File: src/rtl/cmpgt_argmax.sv
// Streaming argmax stage: reduces a valid/ready frame of samples to {max, index, overflow}.
// Includes the cmpgt strict greater-than comparator that it instantiates.

module cmpgt #(
    parameter int WIDTH = 16
) (
    input  logic [WIDTH-1:0] a,
    input  logic [WIDTH-1:0] b,
    input  logic             is_signed,
    output logic             gt
);

    always_comb begin
        gt = is_signed ? ($signed(a) > $signed(b)) : (a > b);
    end

endmodule

// Handshake: a beat moves on a rising edge where valid and ready are both high;
// a source holds valid/data stable until that edge, and ready never depends on valid.
module cmpgt_argmax #(
    parameter int WIDTH = 16,
    parameter int IDXW  = 8
) (
    input  logic             clk,
    input  logic             rst_n,
    input  logic             is_signed,
    input  logic             in_valid,
    output logic             in_ready,
    input  logic [WIDTH-1:0] in_data,
    input  logic             in_last,
    output logic             out_valid,
    input  logic             out_ready,
    output logic [WIDTH-1:0] out_max,
    output logic [IDXW-1:0]  out_idx,
    output logic             out_ovf
);

    typedef enum logic [1:0] {
        IDLE  = 2'd0,
        ACCUM = 2'd1,
        HOLD  = 2'd2
    } state_t;

    state_t           state;
    logic [WIDTH-1:0] max_q;
    logic [IDXW-1:0]  idx_q;
    logic [IDXW-1:0]  count_q;
    logic             ovf_q;
    logic             mode_q;
    logic             in_ready_q;
    logic             out_valid_q;
    logic             accept;
    logic             gt;

    assign accept    = in_valid & in_ready_q;
    assign in_ready  = in_ready_q;
    assign out_valid = out_valid_q;
    assign out_max   = max_q;
    assign out_idx   = idx_q;
    assign out_ovf   = ovf_q;

    cmpgt #(.WIDTH(WIDTH)) u_cmpgt (
        .a         (in_data),
        .b         (max_q),
        .is_signed (mode_q),
        .gt        (gt)
    );

    // in_ready is registered so it stays low through reset and rises on the first edge after.
    always_ff @(posedge clk or negedge rst_n) begin
        if (!rst_n) begin
            state       <= IDLE;
            max_q       <= '0;
            idx_q       <= '0;
            count_q     <= '0;
            ovf_q       <= 1'b0;
            mode_q      <= 1'b0;
            in_ready_q  <= 1'b0;
            out_valid_q <= 1'b0;
        end else begin
            case (state)
                IDLE: begin
                    in_ready_q <= 1'b1;
                    if (accept) begin
                        max_q   <= in_data;
                        idx_q   <= '0;
                        count_q <= IDXW'(1);
                        mode_q  <= is_signed;
                        ovf_q   <= 1'b0;
                        if (in_last) begin
                            state       <= HOLD;
                            in_ready_q  <= 1'b0;
                            out_valid_q <= 1'b1;
                        end else begin
                            state <= ACCUM;
                        end
                    end
                end
                ACCUM: begin
                    if (accept) begin
                        // Strict compare: ties keep the earlier index.
                        if (gt) begin
                            max_q <= in_data;
                            idx_q <= count_q;
                        end
                        count_q <= count_q + IDXW'(1);
                        if (count_q == '1) begin
                            ovf_q <= 1'b1;
                        end
                        if (in_last) begin
                            state       <= HOLD;
                            in_ready_q  <= 1'b0;
                            out_valid_q <= 1'b1;
                        end
                    end
                end
                HOLD: begin
                    if (out_ready) begin
                        state       <= IDLE;
                        out_valid_q <= 1'b0;
                        in_ready_q  <= 1'b1;
                    end
                end
                default: begin
                    state       <= IDLE;
                    in_ready_q  <= 1'b0;
                    out_valid_q <= 1'b0;
                end
            endcase
        end
    end

endmodule

File: config.mk
export PLATFORM = sky130hd
export DESIGN_NAME = cmpgt_argmax
export DESIGN_NICKNAME = d
export VERILOG_FILES = /design/src/rtl/cmpgt_argmax.sv
export SDC_FILE = /design/constraint.sdc
export NUM_CORES = 1
export LEC_CHECK = 0
export CAP_MARGIN = 30
export CORE_UTILIZATION = 41
export CTS_BUF_LIST = sky130_fd_sc_hd__clkbuf_8
export CTS_CLUSTER_SIZE = 24
export DETAILED_ROUTE_END_ITERATION = 16
export PLACE_DENSITY_LB_ADDON = 0.2
export SLEW_MARGIN = 10
export SYNTH_ARGS = -nofsm -noshare
export SYNTH_HDL_FRONTEND = slang
export SYNTH_HIERARCHICAL = 1
export SYNTH_SLANG_ARGS = --single-unit
File: constraint.sdc
create_clock -name clk -period 2.3 [get_ports clk]
set_input_delay 0.345 -clock clk [delete_from_list [all_inputs] [get_ports clk]]
set_output_delay 0.345 -clock clk [all_outputs]
set_load 0.005 [all_outputs]
=== Word-level counts from Yosys, hierarchy flattened ===
Index checks and enable logic that the tools add are counted.

* Bits in registers: 38
* Input bits: 22
* Output and inout bits: 27
* Word-level logic and storage cells: 65

* Add/sub/neg operators: 1
* Order comparisons: 2
* Equality and inequality tests: 11
* Muxes and demuxes: 32
* Bitwise gates (word level): 1
* Reduce and logical (&&, ||, !) cells: 10

{| class="wikitable"
|+ Operator list
! operator !! count
|-
| $mux W16 || 3
|-
| $mux W8 || 5
|-
| $gt A16 B16 Y1 || 2
|-
| $pmux W16 S2 || 1
|-
| $pmux W8 S2 || 2
|-
| $mux W1 || 12
|-
| $ne A2 B2 Y1 const B || 6
|-
| $reduce_and A4 Y1 || 3
|-
| $mux W2 || 5
|-
| $reduce_and A3 Y1 || 3
|-
| $add A8 B1 Y8 const B || 1
|-
| $eq A8 B8 Y1 const B || 1
|-
| $pmux W2 S3 || 1
|-
| $ne A2 B1 Y1 const B || 2
|-
| $pmux W1 S2 || 2
|-
| $pmux W1 S3 || 1
|-
| $eq A2 B1 Y1 const B || 1
|-
| $eq A2 B2 Y1 const B || 1
|-
| $logic_not A2 Y1 || 1
|-
| $reduce_and A2 Y1 || 1
|-
| $reduce_bool A2 Y1 || 1
|-
| $reduce_or A2 Y1 || 1
|-
| $and A1 B1 Y1 || 1
|}

=== Depth between registers and ports, before layout ===
Gate-level depths: netlist of the first run.

* Word-level depth: 5
* Mapped depth: 11

=== Hierarchy ===
The synthesis of the first run kept the hierarchy.

{| class="wikitable"
|+ Modules (own cells, without submodules)
! module !! instances !! cells an instance !! area each (µm²)
|-
| cmpgt_argmax || 1 || 136 || 1655.3
|-
| cmpgt || 1 || 60 || 446.7
|}

=== Least setup slack after synthesis of the first run ===
Ideal clock, no wire load.

* Path type: reg-to-reg
* From: reg max_q[15], in the netlist out_max[15]
* To: reg max_q[11], in the netlist out_max[11]
* Arrival time: 2525 ps
* Path slack: -350 ps
* Stages on the path, launching flop included: 12
* Path buffers: 1
* Period minus slack after synthesis: 2650 ps
* Cell sequence: dfrtp_1 > inv_1 > ha_1 > nand4_2 > or3_1 > a21oi_2 > nor4_1 > nor4_2 > inv_1 > a21oi_4 > buf_6 > mux2_2

* Word-level cells in the longest chain between the ends: 4
* Elaborated cells between the ends (all ways): 5
* Those cells by class: order compare (2); eq/ne (1); mux (1); reduce/logical (1)

{| class="wikitable"
|+ Ends and longest elaborated chain
! element !! RTL line !! RTL
|-
| start, declared || 46 || <nowiki>logic [WIDTH-1:0] max_q;</nowiki>
|-
| start signal, assigned || 86 || <nowiki>max_q <= in_data;</nowiki>
|-
| start signal, assigned || 104 || <nowiki>max_q <= in_data;</nowiki>
|-
| $gt A16 B16 Y1 || 14 || <nowiki>gt = is_signed ? ($signed(a) > $signed(b)) : (a > b);</nowiki>
|-
| $mux W1 * || 14 ||
|-
| net gt || 54 || <nowiki>logic gt;</nowiki>
|-
| $ne A2 B2 Y1 (no line) * || -- ||
|-
| $reduce_and A4 Y1 (no line) * || -- ||
|}

Mark *: on every way through the listed nets, which the timed path passes. The rest lies on a longest branch.
A chain may end at the register's enable or synchronous reset.

=== Final worst setup path of the first run ===
* From: reg max_q[11], in the netlist out_max[11]
* To: reg idx_q[5], in the netlist out_idx[5]

* Word-level cells in the longest chain between the ends: 4
* Elaborated cells between the ends (all ways): 5
* Those cells by class: order compare (2); eq/ne (1); mux (1); reduce/logical (1)

{| class="wikitable"
|+ Ends and longest elaborated chain
! element !! RTL line !! RTL
|-
| $gt A16 B16 Y1 || 14 ||
|-
| $mux W1 * || 14 ||
|-
| net gt || 54 ||
|-
| $ne A2 B2 Y1 (no line) * || -- ||
|-
| $reduce_and A4 Y1 (no line) * || -- ||
|-
| end signal, assigned || 105 || <nowiki>idx_q <= count_q;</nowiki>
|-
| end, declared || 47 || <nowiki>logic [IDXW-1:0] idx_q;</nowiki>
|}

Marked as above.

==> run summary, run 1 <==
outcome -> finished with violations
failing checks -> setup timing
Reg power frac -> 29.3%
critical path type -> reg -> reg
Fmax achieved -> 368 MHz
post-synthesis cell type count -> 41
CP max stage delay -> 0.43 ns
#FFs+latches synth -> 38
die area -> 5420 um2
H-Tree Level Count -> 2
Max clock buf depth -> 2
leak pwr -> 1.47 nW
startpoint types -> register
pwr/cell area -> 1210 nW/um2
Seq/Total Area, Yosys -> 45.2%
crit-path cells -> inv_2 -> ha_4 -> nand4_1 -> or3_4 -> a21oi_4 -> buf_6 -> nor4_2 -> nor4_2 -> inv_1 -> a21oi_4 -> buf_8 -> buf_8 -> mux2i_2
Ys Warns -> 6
DR iter-0 viols -> 56
clock power share -> 12.0%
final period utilization -> 118%
DRT Wirelength -> 5.01 mm
most common cell in the netlist -> dfrtp_1
std cell rows -> 25
Max Fanout on Critical Path -> 8
Post-Route M1 WL -> 2.31 mm
nets -> 320
Area Overhead vs Synth -> 56.2%
CTS tree -> yes
Util after Layout -> 68.2%
via count -> 1,747
Die W -> 73.6 um
final max-slew violation count -> 0
DRC -> 0
number of synthesized flops with an enable pin -> 0
Worst Hold Class -> in -> async
Max IR drop VDD -> 514 uV
Final setup viols -> 24
Worst setup EP type -> register
GP Congestion -> 0.780
most frequent cells after synthesis -> dfrtp_1 (38), inv_1 (27), ha_1 (17), mux2_2 (17), nand2_1 (15)
Syn Area/Cell -> 10.7 um2
ant diodes -> 0
Top Layer Used -> met4
share of the synthesized area in the top cell type -> 45.2%
clk_lat worst skew -> 0.29 ns
Max Cap Viol -> 0
remaining antenna violation count after routing -> 0
metal2 WL -> 2.45 mm
pre-CTS setup slack -> -0.788 ns
hpwl dp -> 3.31 mm
first-pass GRT wire length -> 8.02 mm
Routed WL per cell -> 14.4 um
switching power -> 1.36 mW
Synth area leaders -> dfrtp_1 (45%), ha_1 (10%), mux2_2 (9.1%)
WL met3 -> 197 um
area leader, netlist -> dfrtp_1
family with the most delay on the worst path -> simple AND/OR/NAND/NOR gates
Mapped Nets -> 235
Post-Syn Area -> 2100 um2
sw frac -> 34.4%
Buf/Inv on CP -> 5
Starting Density -> 43.6%
worst hold slack -> 0.480 ns
height of the chip -> 73.6 um
router iterations before antenna repair -> 6
GR Overflow Total -> 0
internal power -> 2.60 mW
clk slew on worst S/H paths -> 0.08 ns
core box area -> 4820 um2
clock root buffer -> clkbuf_8
port bufs -> 48
largest net degree at the start of global routing -> 39
Arr. time, crit path -> 2.92 ns
initial antenna violation count -> 0
Setup Skew -> 0.00606 ns
vias in the first global route -> 1,720
total CTS buffers -> 5
Fin. Hold Viols -> 0
RSZ-0062 raised after global routing -> true
worst slew pin tran -> 0.503 ns
IO Pins -> 49
placed cell area -> 2880 um2
Final WS setup -> -0.417 ns
Synth Flop Type -> dfrtp_1
ys async rst share -> 100%
worst path required time -> 2.50 ns
relative slew slack -> 66.4%
setup TNS -> -9.33 ns
GRT Overall Usage -> 19.4%
Final min period -> 2.72 ns
post-synthesis cell count -> 196
layout cell share with drive strength beyond 1 -> 32.6%
Slowest-stage cell, CP -> or3_4
Comb power frac -> 58.7%
via/cell ratio -> 5.01
CTS sink count -> 38
Final Instance Area -> 3280 um2
layer usage:
metal	up-vias	GRT usage, %
met5	-	0
met1	837	26.1
met2	42	31.8
met3	6	3.84
li1	862	-
met4	0	5.77
metrics by stage:
stage | instances | power (mW)
after detailed placement | 329 | 3.10
final | 349 | 3.96
after CTS | 346 | 3.98
after floorplan | 196 | 2.14
after global routing | 349 | 4.25
after global placement | 329 | 3.05
path summary, 6_finish.rpt:
path                                         start                 endpoint  depth (start not counted)  slack [ns]
setup / recovery           out_max[11]$_DFFE_PN0P_   out_idx[5]$_DFFE_PN0P_                         13       -0.42
hold / removal                               rst_n  out_max[10]$_DFFE_PN0P_                          2        0.48
setup reg to reg           out_max[11]$_DFFE_PN0P_   out_idx[5]$_DFFE_PN0P_                         13       -0.42
hold reg to reg                out_ovf$_DFFE_PN0P_      out_ovf$_DFFE_PN0P_                          1        0.50
max in group asynchronous                    rst_n   out_max[1]$_DFFE_PN0P_                          3        1.37
min in group clk                        in_data[1]   out_max[1]$_DFFE_PN0P_                          2        0.49
logic make-up (layout without fill, tap and decap cells):
kind of cell    count (synthesis)  after routing  synth area share (%)
flops                          38             38                  45.2
buf+inv                        34            120                  6.90
compound gates                 32             32                  10.9
simple gates                   50             50                  13.9
mux                            25             25                  12.9
fa+ha+maj                      17             17                  10.1
timing repair:
action	in CTS	in global routing
hold buffers	0	1
pin swaps	17	10
buffers inserted	8	4
endpoints found under the hold margin	0	12
setup endpoints to repair	24	24
gates resized for setup	49	12
gates cloned	1	0
layout by cell type (no fill, tap or decap), drive strengths merged, types with 3 or more instances in the layout:
cell type | Yosys | routed
dfrtp | 38 | 38
nor4 | 3 | 3
ha | 17 | 17
mux2i | 8 | 8
mux2 | 17 | 17
o21ai | 3 | 3
nand3 | 6 | 6
inv | 27 | 28
nand4 | 6 | 6
clkdlybuf4s50 | 0 | 34
clkbuf | 2 | 6
nor2b | 3 | 3
buf | 5 | 37
o31ai | 3 | 3
or4 | 3 | 3
a21oi | 13 | 13
dlygate4sd2 | 0 | 13
nor2 | 5 | 5
nand2 | 15 | 15
cell type report:
class | instances | area [um2]
Sequential cell | 38 | 951
Clock inverter | 2 | 8.76
Tap cell | 67 | 83.8
Fill cell | 408 | 1530
Multi-Input combinational cell | 124 | 1270
Timing Repair Buffer | 85 | 782
Inverter | 27 | 101
Clock buffer | 6 | 82.6
worst reg2reg max path: cells and delay by family, from the launching register on:
kind                       cells  cell delay, ns
DFF                            1            0.37
buffers and inverters          5            0.59
adders and majority gates      1            0.26
and+or+nand+nor                4            0.85
muxes                          1            0.21
AOI/OAI and AO/OA              2            0.37
sequential cells by signal, summed over array words and instances, names as in the netlist:
name	cells
count_q	8
in_ready	1
mode_q	1
out_idx	8
out_max	16
out_ovf	1
out_valid	1
state	2
power groups by stage:
stage | registers (mW) | clock network (mW) | logic [mW]
floorplan | 1.14 | 0 | 0.997
detailed placement | 1.16 | 0 | 1.93
CTS | 1.15 | 0.492 | 2.33
global route | 1.20 | 0.516 | 2.54
global placement | 1.15 | 0 | 1.90
finish | 1.16 | 0.475 | 2.33
(Power assumes the default switching activity.)
==> run 2, diff against run 1 <==
Settings changed: CORE_UTILIZATION 41 to 46, SYNTH_HIERARCHICAL 1 to not set.
==> run 2 against run 1 <==
- the run now ends clean
- first-iteration DRC count up 1.8%
- count of clock-buffer cells in the layout unchanged
- die area down 13%
- sequential share of layout area up 3.8 points
- synthesized cell count down 0.51%
- synthesized area down 2.3%
- non-clock buffer count down 23
==> run summary, run 2 <==
first-pass GRT wire length -> 6.76 mm
area of the multi-input gates -> 1080 um2
Tot Pwr -> 3.37 mW
startpoint types -> primary input
total CTS buffers -> 5
Buf/Inv on CP -> 3
most common cell in the netlist -> dfrtp_1
GRT Overall Usage -> 19.9%
vias in the first global route -> 1,489
Max IR drop VDD -> 593 uV
Final min period -> 2.25 ns
Critical Path End -> out_max[8]$_DFFE_PN0P_
Fillers -> 337
Slowest-stage cell, CP -> clkdlybuf4s50_1
worst path required time -> 2.49 ns
crit-path cells -> clkdlybuf4s50_1 -> ha_1 -> nand4_1 -> nor4_2 -> a211oi_2 -> a21oi_4 -> buf_6 -> buf_16 -> mux2_4
Synth Flop Type -> dfrtp_1
sequential cell area -> 951 um2
GP Congestion -> 0.784
family with the most delay on the worst path -> buffers and inverters
largest net degree at the start of global routing -> 39
leak pwr -> 1.39 nW
RR Endpoint -> out_max[8]$_DFFE_PN0P_
most frequent cells after synthesis -> dfrtp_1 (38), nand2_1 (33), inv_1 (18)
layout cell share with drive strength beyond 1 -> 19.4%
Util after Layout -> 70.1%
Arr. time, crit path -> 2.44 ns
die area -> 4730 um2
nets -> 301
commonest cells after routing, fill and taps aside -> clkdlybuf4s50_1 (43), dfrtp_1 (38), nand2_1 (33)
DRT Wirelength -> 4.23 mm
Starting Density -> 49.5%
DRC -> 0
critical path type -> in -> reg
via/cell ratio -> 5.07
DR iter-0 viols -> 57
Synth area leaders -> dfrtp_1 (46%), ha_1 (10%), mux2_4 (7.3%)
CTS tree -> yes
core box area -> 4140 um2
Placed Cells -> 300
Post-Syn Area -> 2050 um2
Ys Warns -> 0
Final setup viols -> 0
port bufs -> 48
reg-to-reg slack, setup -> 0.09 ns
most common cell after layout, fill and taps aside -> clkdlybuf4s50_1
Final WS setup -> 0.0498 ns
share of the synthesized area in the top cell type -> 46.3%
ant diodes -> 0
number of synthesized flops with an enable pin -> 0
Max Fanout on Critical Path -> 8
Die W -> 68.8 um
GR Overflow Total -> 0
outcome -> finished clean
final period utilization -> 97.8%
post-synthesis cell type count -> 29
Worst Hold Class -> in -> reg
Setup Skew -> 0.00995 ns
IO Pins -> 49
Finished Layout Cells -> 313
setup TNS -> 0 ns
Worst setup EP type -> register
clk_lat worst skew -> 0.30 ns
Mapped Nets -> 234
router iterations before antenna repair -> 4
relative slew slack -> 64.4%
#FFs+latches synth -> 38
post-synthesis cell count -> 195
Fin. Hold Viols -> 0
clock root buffer -> clkbuf_8
pre-CTS setup slack -> -0.358 ns
worst slew pin tran -> 0.533 ns
hpwl dp -> 3.06 mm
H-Tree Level Count -> 2
Max clock buf depth -> 2
height of the chip -> 68.8 um
r2r startpoint -> out_max[13]$_DFFE_PN0P_
Max Cap Viol -> 0
Area Overhead vs Synth -> 41.4%
clk slew on worst S/H paths -> 0.08 ns
ys async rst share -> 100%
area leader, netlist -> dfrtp_1
Seq/Total Area, Yosys -> 46.3%
Syn Area/Cell -> 10.5 um2
Worst Setup SP -> in_data[9]
final max-slew violation count -> 0
max reg flops -> 16
CTS sink count -> 38
Stages on worst setup path -> 9
hold_sp -> in_data[1]
std cell rows -> 23
via count -> 1,588
Fmax achieved -> 444 MHz
CP max stage delay -> 0.43 ns
remaining antenna violation count after routing -> 0
pwr/cell area -> 1160 nW/um2
Routed WL per cell -> 13.5 um
initial antenna violation count -> 0
R2R depth -> 10
==> run 2: cell count changes after synthesis, moves of 5 or more <==
cell     previous run  this run
inv_1              27        18
mux2_2             17         6
mux2_4              0        10
nand2_1            15        33
nand3_1             6         1
nor2_1              5        13
o21ai_0             3        10
==> run 2: report_power, final <==
part	total, mW	switching [mW]	internal, mW
Sequential	1.06	0.180	0.883
Clock	0.490	0.249	0.241
Combinational	1.82	0.730	1.09
Total	3.37	1.16	2.21
==> run 2: worst min-delay path by stage <==
stage / depth (start not counted) / to / slack [ns]
5_1_grt: 2 / out_max[1]$_DFFE_PN0P_ / 0.36
4_1_cts: 1 / out_max[3]$_DFFE_PN0P_ / 0.18
2_1_floorplan: 0 / count_q[0]$_DFFE_PN0P_ / 0.05
3_3_place_gp: 2 / mode_q$_DFFE_PN0P_ / 0.46
3_5_place_dp: 2 / mode_q$_DFFE_PN0P_ / 0.46
6_report: 2 / out_max[1]$_DFFE_PN0P_ / 0.33
==> run 2: routing by layer <==
layer / vias to the layer above / track usage, % / wire length (um)
li1: 804 / - / -
met1: 744 / 24.4 / 1980
met2: 33 / 32.8 / 1970
met3: 7 / 5.26 / 207
met4: 0 / 8.42 / 71
met5: - / 0 / 0
==> run 2: layout make-up <==
type                    count  share of cell area [%]
flip-flops and latches     38                    32.7
inverters                  18                    2.33
multi-input cells         137                    37.3
repair buffers             62                    22.2
well taps                  50                    2.15
clock buffers               6                    2.84
clock inverters             2                   0.431
==> run 2: kinds of logic (layout without fill, tap and decap cells) <==
group	Yosys count	count (layout)	synth area share (%)
AND/OR/NAND/NOR	64	64	14.3
flip-flops	38	38	46.3
AO/OA/AOI/OAI	29	29	9.20
multiplexers	24	24	14.5
buffers and inverters	20	88	4.02
adder cells (fa/ha/maj)	17	17	10.4
XOR/XNOR	3	3	1.28
==> run 2: metrics by stage <==
stage	cell area (um2)	hold slack, ns
global placement	2670	0.461
detailed placement	2670	0.465
global route	2900	0.358
floorplan	2050	0.0494
finish	2900	0.334
CTS	2820	0.183
==> run 2: what timing repair did <==
action,4_1_cts,5_1_grt
endpoints found under the setup margin,16,16
pin swaps,5,9
buffers inserted,1,2
gates resized for setup,2,13
cloned,1,0
hold buffers,0,1
hold endpoints to repair,0,9
==> run 3, diff against run 2 <==
Settings changed: ABC_AREA set to 1, CORE_UTILIZATION 46 to 47, HOLD_SLACK_MARGIN set to 0.1.
==> run 3 against run 2 <==
- worst hold slack improved by 0.18 ns
- power fell by 11%
- critical path depth rose by 1
- critical path type unchanged
- largest cell class unchanged
- highest routed layer unchanged
==> run summary, run 3 <==
Final setup viols -> 0
IO Pins -> 49
vias in the first global route -> 1,798
area leader, netlist -> dfrtp_1
Slowest-stage cell, CP -> clkdlybuf4s50_1
worst slew pin tran -> 0.293 ns
total CTS buffers -> 5
ys async rst share -> 100%
startpoint types -> primary input
Placed Cells -> 367
router iterations before antenna repair -> 4
RR Endpoint -> out_max[11]$_DFFE_PN0P_
CP max stage delay -> 0.44 ns
Routed WL per cell -> 11.8 um
std cell rows -> 24
post-synthesis cell count -> 270
Setup Skew -> 0.00400 ns
reg-to-reg slack, setup -> 0.39 ns
DR iter-0 viols -> 86
number of synthesized flops with an enable pin -> 0
Tot Pwr -> 3.00 mW
via count -> 1,860
GR Overflow Total -> 0
CTS sink count -> 38
clk slew on worst S/H paths -> 0.07 ns
Area Overhead vs Synth -> 29.2%
largest net degree at the start of global routing -> 39
Ys Warns -> 0
relative slew slack -> 80.3%
die area -> 4840 um2
height of the chip -> 69.6 um
most common cell after layout, fill and taps aside -> nand2_1
post-synthesis cell type count -> 27
Final Instance Area -> 2770 um2
Final min period -> 2.02 ns
RSZ-0062 raised after global routing -> false
first-pass GRT wire length -> 7.78 mm
most frequent cells after synthesis -> nand2_1 (80), dfrtp_1 (38), inv_1 (37)
Buf/Inv on CP -> 2
hold_sp -> out_idx[7]$_DFFE_PN0P_
most common cell in the netlist -> nand2_1
Fillers -> 397
Finished Layout Cells -> 375
Max Fanout on Critical Path -> 20
final period utilization -> 88.0%
Starting Density -> 49.0%
R2R depth -> 10
DRT Wirelength -> 4.42 mm
Mapped Nets -> 309
r2r startpoint -> out_max[15]$_DFFE_PN0P_
Post-Syn Area -> 2150 um2
Die W -> 69.6 um
Max Cap Viol -> 0
hpwl dp -> 3.20 mm
outcome -> finished clean
clock root buffer -> clkbuf_8
#FFs+latches synth -> 38
Worst Hold Endpoint -> out_idx[7]$_DFFE_PN0P_
setup TNS -> 0 ns
final max-slew violation count -> 0
CTS tree -> yes
GP Congestion -> 0.800
Fmax achieved -> 494 MHz
pwr/cell area -> 1080 nW/um2
leak pwr -> 1.40 nW
core box area -> 4380 um2
share of the synthesized area in the top cell type -> 44.3%
commonest cells after routing, fill and taps aside -> nand2_1 (80), clkdlybuf4s50_1 (47), dfrtp_1 (38)
max reg flops -> 16
Max IR drop VDD -> 555 uV
worst path required time -> 2.53 ns
nets -> 363
via/cell ratio -> 4.96
Worst setup EP type -> register
Syn Area/Cell -> 7.95 um2
Max clock buf depth -> 2
critical path type -> in -> reg
clk_lat worst skew -> 0.29 ns
Arr. time, crit path -> 2.25 ns
family with the most delay on the worst path -> buffers and inverters
crit-path cells -> clkdlybuf4s50_1 -> ha_1 -> a21oi_1 -> o21ai_0 -> a21oi_1 -> nand3_1 -> nand3_4 -> buf_4 -> nand3_1 -> nand2_1
remaining antenna violation count after routing -> 0
layout cell share with drive strength beyond 1 -> 6.50%
port bufs -> 48
initial antenna violation count -> 0
DRC -> 0
Synth Flop Type -> dfrtp_1
Fin. Hold Viols -> 0
hold depth -> 2
Worst Hold Class -> reg -> reg
ant diodes -> 0
H-Tree Level Count -> 2
Synth area leaders -> dfrtp_1 (44%), nand2_1 (14%), ha_1 (9.9%)
GRT Overall Usage -> 20.3%
placed cell area -> 2660 um2
Seq/Total Area, Yosys -> 44.3%
==> run 3: worst min-delay path, delay by kind of cell (launching register included) <==
family / cells / cell delay [ns]
DFF: 1 / 0.35
and+or+nand+nor: 2 / 0.13
==> run 3: cell families after synthesis <==
logic type               synth area share (%)
AO/OA/AOI/OAI                            6.29
adder cells (fa/ha/maj)                  9.91
buffers and inverters                    9.44
flip-flops                               44.3
AND/OR/NAND/NOR                          30.1
==> run 3: final cells by class <==
class | count | area (um2) | area share, %
tap | 52 | 65.1 | 2.35
multi-input combinational | 186 | 993 | 35.8
clock buffer | 6 | 82.6 | 2.98
timing repair buffer | 54 | 536 | 19.3
sequential | 38 | 951 | 34.3
inverter | 39 | 146 | 5.28
==> run 3: metal layers <==
metal / share of wire [%] / track usage, %
met2: 48 / 33.1
met4: 1.4 / 6.80
met1: 47 / 26.3
met3: 4.1 / 5.09
met5: 0 / 0
==> run 3: report_power, final <==
| group | leakage (nW) | internal (mW) | switching, mW | total (mW) |
|---|---|---|---|---|
| Clock | 0.0431 | 0.231 | 0.223 | 0.454 |
| Combinational | 0.860 | 0.706 | 0.782 | 1.49 |
| Sequential | 0.493 | 0.888 | 0.166 | 1.05 |
| Total | 1.40 | 1.83 | 1.17 | 3.00 |
==> run 3: repair_timing <==
| action | in CTS | in global routing |
|---|---|---|
| resized for setup | 0 | 0 |
| hold endpoints to repair | 0 | 38 |
| hold buffers | 0 | 1 |
| buffers inserted | 0 | 0 |
==> run 3: worst max-delay path by stage <==
stage                                          to               startpoint  cells past startpoint
final                     out_max[11]$_DFFE_PN0P_              in_data[15]                     10
after global routing       out_max[2]$_DFFE_PN0P_              in_data[15]                     10
after CTS                  out_max[4]$_DFFE_PN0P_              in_data[15]                     10
after detailed placement   out_idx[6]$_DFFE_PN0P_              in_data[15]                     10
after global placement    out_max[15]$_DFFE_PN0P_              in_data[15]                     10
after floorplan            out_idx[2]$_DFFE_PN0P_  out_max[15]$_DFFE_PN0P_                     11
==> run 3: stage by stage <==
step / util, % / hold WS [ns] / worst slack (ns)
after CTS: 62.6 / 0.185 / 0.264
after detailed placement: 60.7 / 0.495 / -0.0358
after floorplan: - / 0.0494 / 0.590
final: 63.3 / 0.513 / 0.277
after global routing: 63.3 / 0.542 / 0.0523
after global placement: 60.7 / 0.489 / -0.00369
==> patch, RTL diff (flow settings as in run 3) <==
The parameter `IDXW` goes from 8 to 6.
--- a/src/rtl/cmpgt_argmax.sv
+++ b/src/rtl/cmpgt_argmax.sv
@@ -22,3 +22,3 @@
     parameter int WIDTH = 16,
-    parameter int IDXW  = 8
+    parameter int IDXW  = 6
 ) (
Ports: changed (resized out_idx); port bits go from 49 to 47. The function was not compared with the original's and may differ.
==> patch against run 3 <==
- synthesized area fell by 7.0%
- cell area shrank 5.0%
- setup slack gained 0.055 ns
- wire length fell by 6.2%
- combinational power rose by 4%
- sequential cell count decreased by 4
- power increased by 1.8%
- critical endpoint is now out_max[15]
- largest cell class unchanged
==> patch: results (changes against run 3) <==
* Arrival time at the worst endpoint at 2.20 ns (-0.05 ns)
* Sequential-to-total area share from yosys stat at 42.61% (-1.7 points)
* Max_slew headroom at 66.00% (-14 points)
* Worst clock skew at 0.006044 ns (+0.002043 ns)
* Unique cell type count in the Yosys netlist at 30 (+11%)
* Maximum resistive drop on vdd at 655.8 uV (+18%)
* Number of iterations in the first detailed-routing pass at 4 (unchanged)
* I/O Buffers at 46 (-4.2%)
* Clock-pin slew on the worst setup and hold paths at 0.07 ns (about the same)
* Post-layout nets at 328 (-9.6%)
* Detailed-route wire length at 4145 um (-6.2%)
* Number of cells traversed by the worst register-to-register path at 13 (+3)
* Number of DRC markers in iteration 0 at 85 (-1.2%)
* Number of filler cells placed in the layout at 358 (-9.8%)
* Routability congestion estimate at 0.8106 (+1.4%)
* Global-route wire length before repair at 6989 um (-10%)
* Fraction of final layout cells with drive strength greater than 1 at 13.79% (+7.3 points)
* Run status: complete, no violations
* Synthesized Nets at 275 (-11%)
* Highest fanout seen on the critical path at 22 (+10%)
* Post-synth top cells: sky130_fd_sc_hd__nand2_1 (49), sky130_fd_sc_hd__dfrtp_1 (34), sky130_fd_sc_hd__inv_1 (33)
* Count of vias placed by the detailed router at 1704 (-8.4%)
* Top cells by area, synth: sky130_fd_sc_hd__dfrtp_1 (43%), sky130_fd_sc_hd__ha_1 (11%), sky130_fd_sc_hd__nand2_1 (9.2%)
* Setup Slack @ Placement at 0.04274 ns (+0.07852 ns)
* Dpl hpwl at 2953 um (-7.9%)
* Total global-route track usage at 20.86% (+0.58 points)
* Maximum number of pins on one net before global-route repair at 35 (-10%)
* Classification of the worst-slack hold path: in2async
## patch: cells by family (layout without fill, tap and decap cells)
logic type,after synthesis,after routing,share of synthesized area [%]
and+or+nand+nor,119,119,30.70
buffers and inverters,41,95,9.022
DFF,34,34,42.61
AOI/OAI and AO/OA,25,25,7.018
adders and majority gates,17,17,10.65
## patch: layer usage
layer,part of all wire [%],wire length (um),GRT usage (%),up-vias
li1,-,-,-,871
met5,0,0,0,-
met3,5.1,212,3.885,7
met2,48,1971,36.63,39
met1,45,1883,24.25,787
met4,1.9,78,10.11,0
## patch: area by class of cell
| class | count | share of cell area (%) |
|---|---|---|
| Clock buffer | 8 | 4.179 |
| Inverter | 36 | 5.128 |
| Multi-Input combinational cell | 161 | 36.66 |
| Sequential cell | 34 | 32.29 |
| Tap cell | 50 | 2.374 |
| Timing Repair Buffer | 51 | 19.37 |
## patch: path summary, 6_finish.rpt
kind,to,start,slack [ns]
max,out_max[15],in_data[5],0.33
min,out_max[12],rst_n,0.46
max reg2reg,out_max[15],out_max[7],0.43
min reg2reg,out_ovf,out_ovf,0.50
max in group asynchronous,count_q[3],rst_n,1.52
min in group clk,out_ovf,out_ovf,0.50
## patch: power breakdown
| part | switching [uW] | internal [uW] | total [uW] |
|---|---|---|---|
| logic | 813 | 742 | 1550 |
| clock network | 222 | 302 | 524 |
| registers | 161 | 810 | 971 |
## patch: critical path: stages
cell and delay, ns:
sky130_fd_sc_hd__clkdlybuf4s50_1 0.45, sky130_fd_sc_hd__ha_1 0.33, sky130_fd_sc_hd__a21oi_1 0.17, sky130_fd_sc_hd__nor2_1 0.06, sky130_fd_sc_hd__nor2_1 0.08, sky130_fd_sc_hd__nand2_1 0.07, sky130_fd_sc_hd__nand2_2 0.08, sky130_fd_sc_hd__nand2_2 0.05
sky130_fd_sc_hd__nand2_2 0.07, sky130_fd_sc_hd__nand2_4 0.05, sky130_fd_sc_hd__nand2_4 0.10, sky130_fd_sc_hd__buf_12 0.17, sky130_fd_sc_hd__nand3_1 0.09, sky130_fd_sc_hd__nand2_1 0.09
## patch: per-stage QoR
step	hold slack, ns	instance area, um^2	std cells	total power (uW)
4_1_cts	0.4808	2635	340	3075
3_3_place_gp	0.4823	2525	332	2496
2_1_floorplan	0.04941	1997	236	1961
6_report	0.4608	2635	340	3050
3_5_place_dp	0.4864	2525	332	2545
5_1_grt	0.5216	2635	340	3321
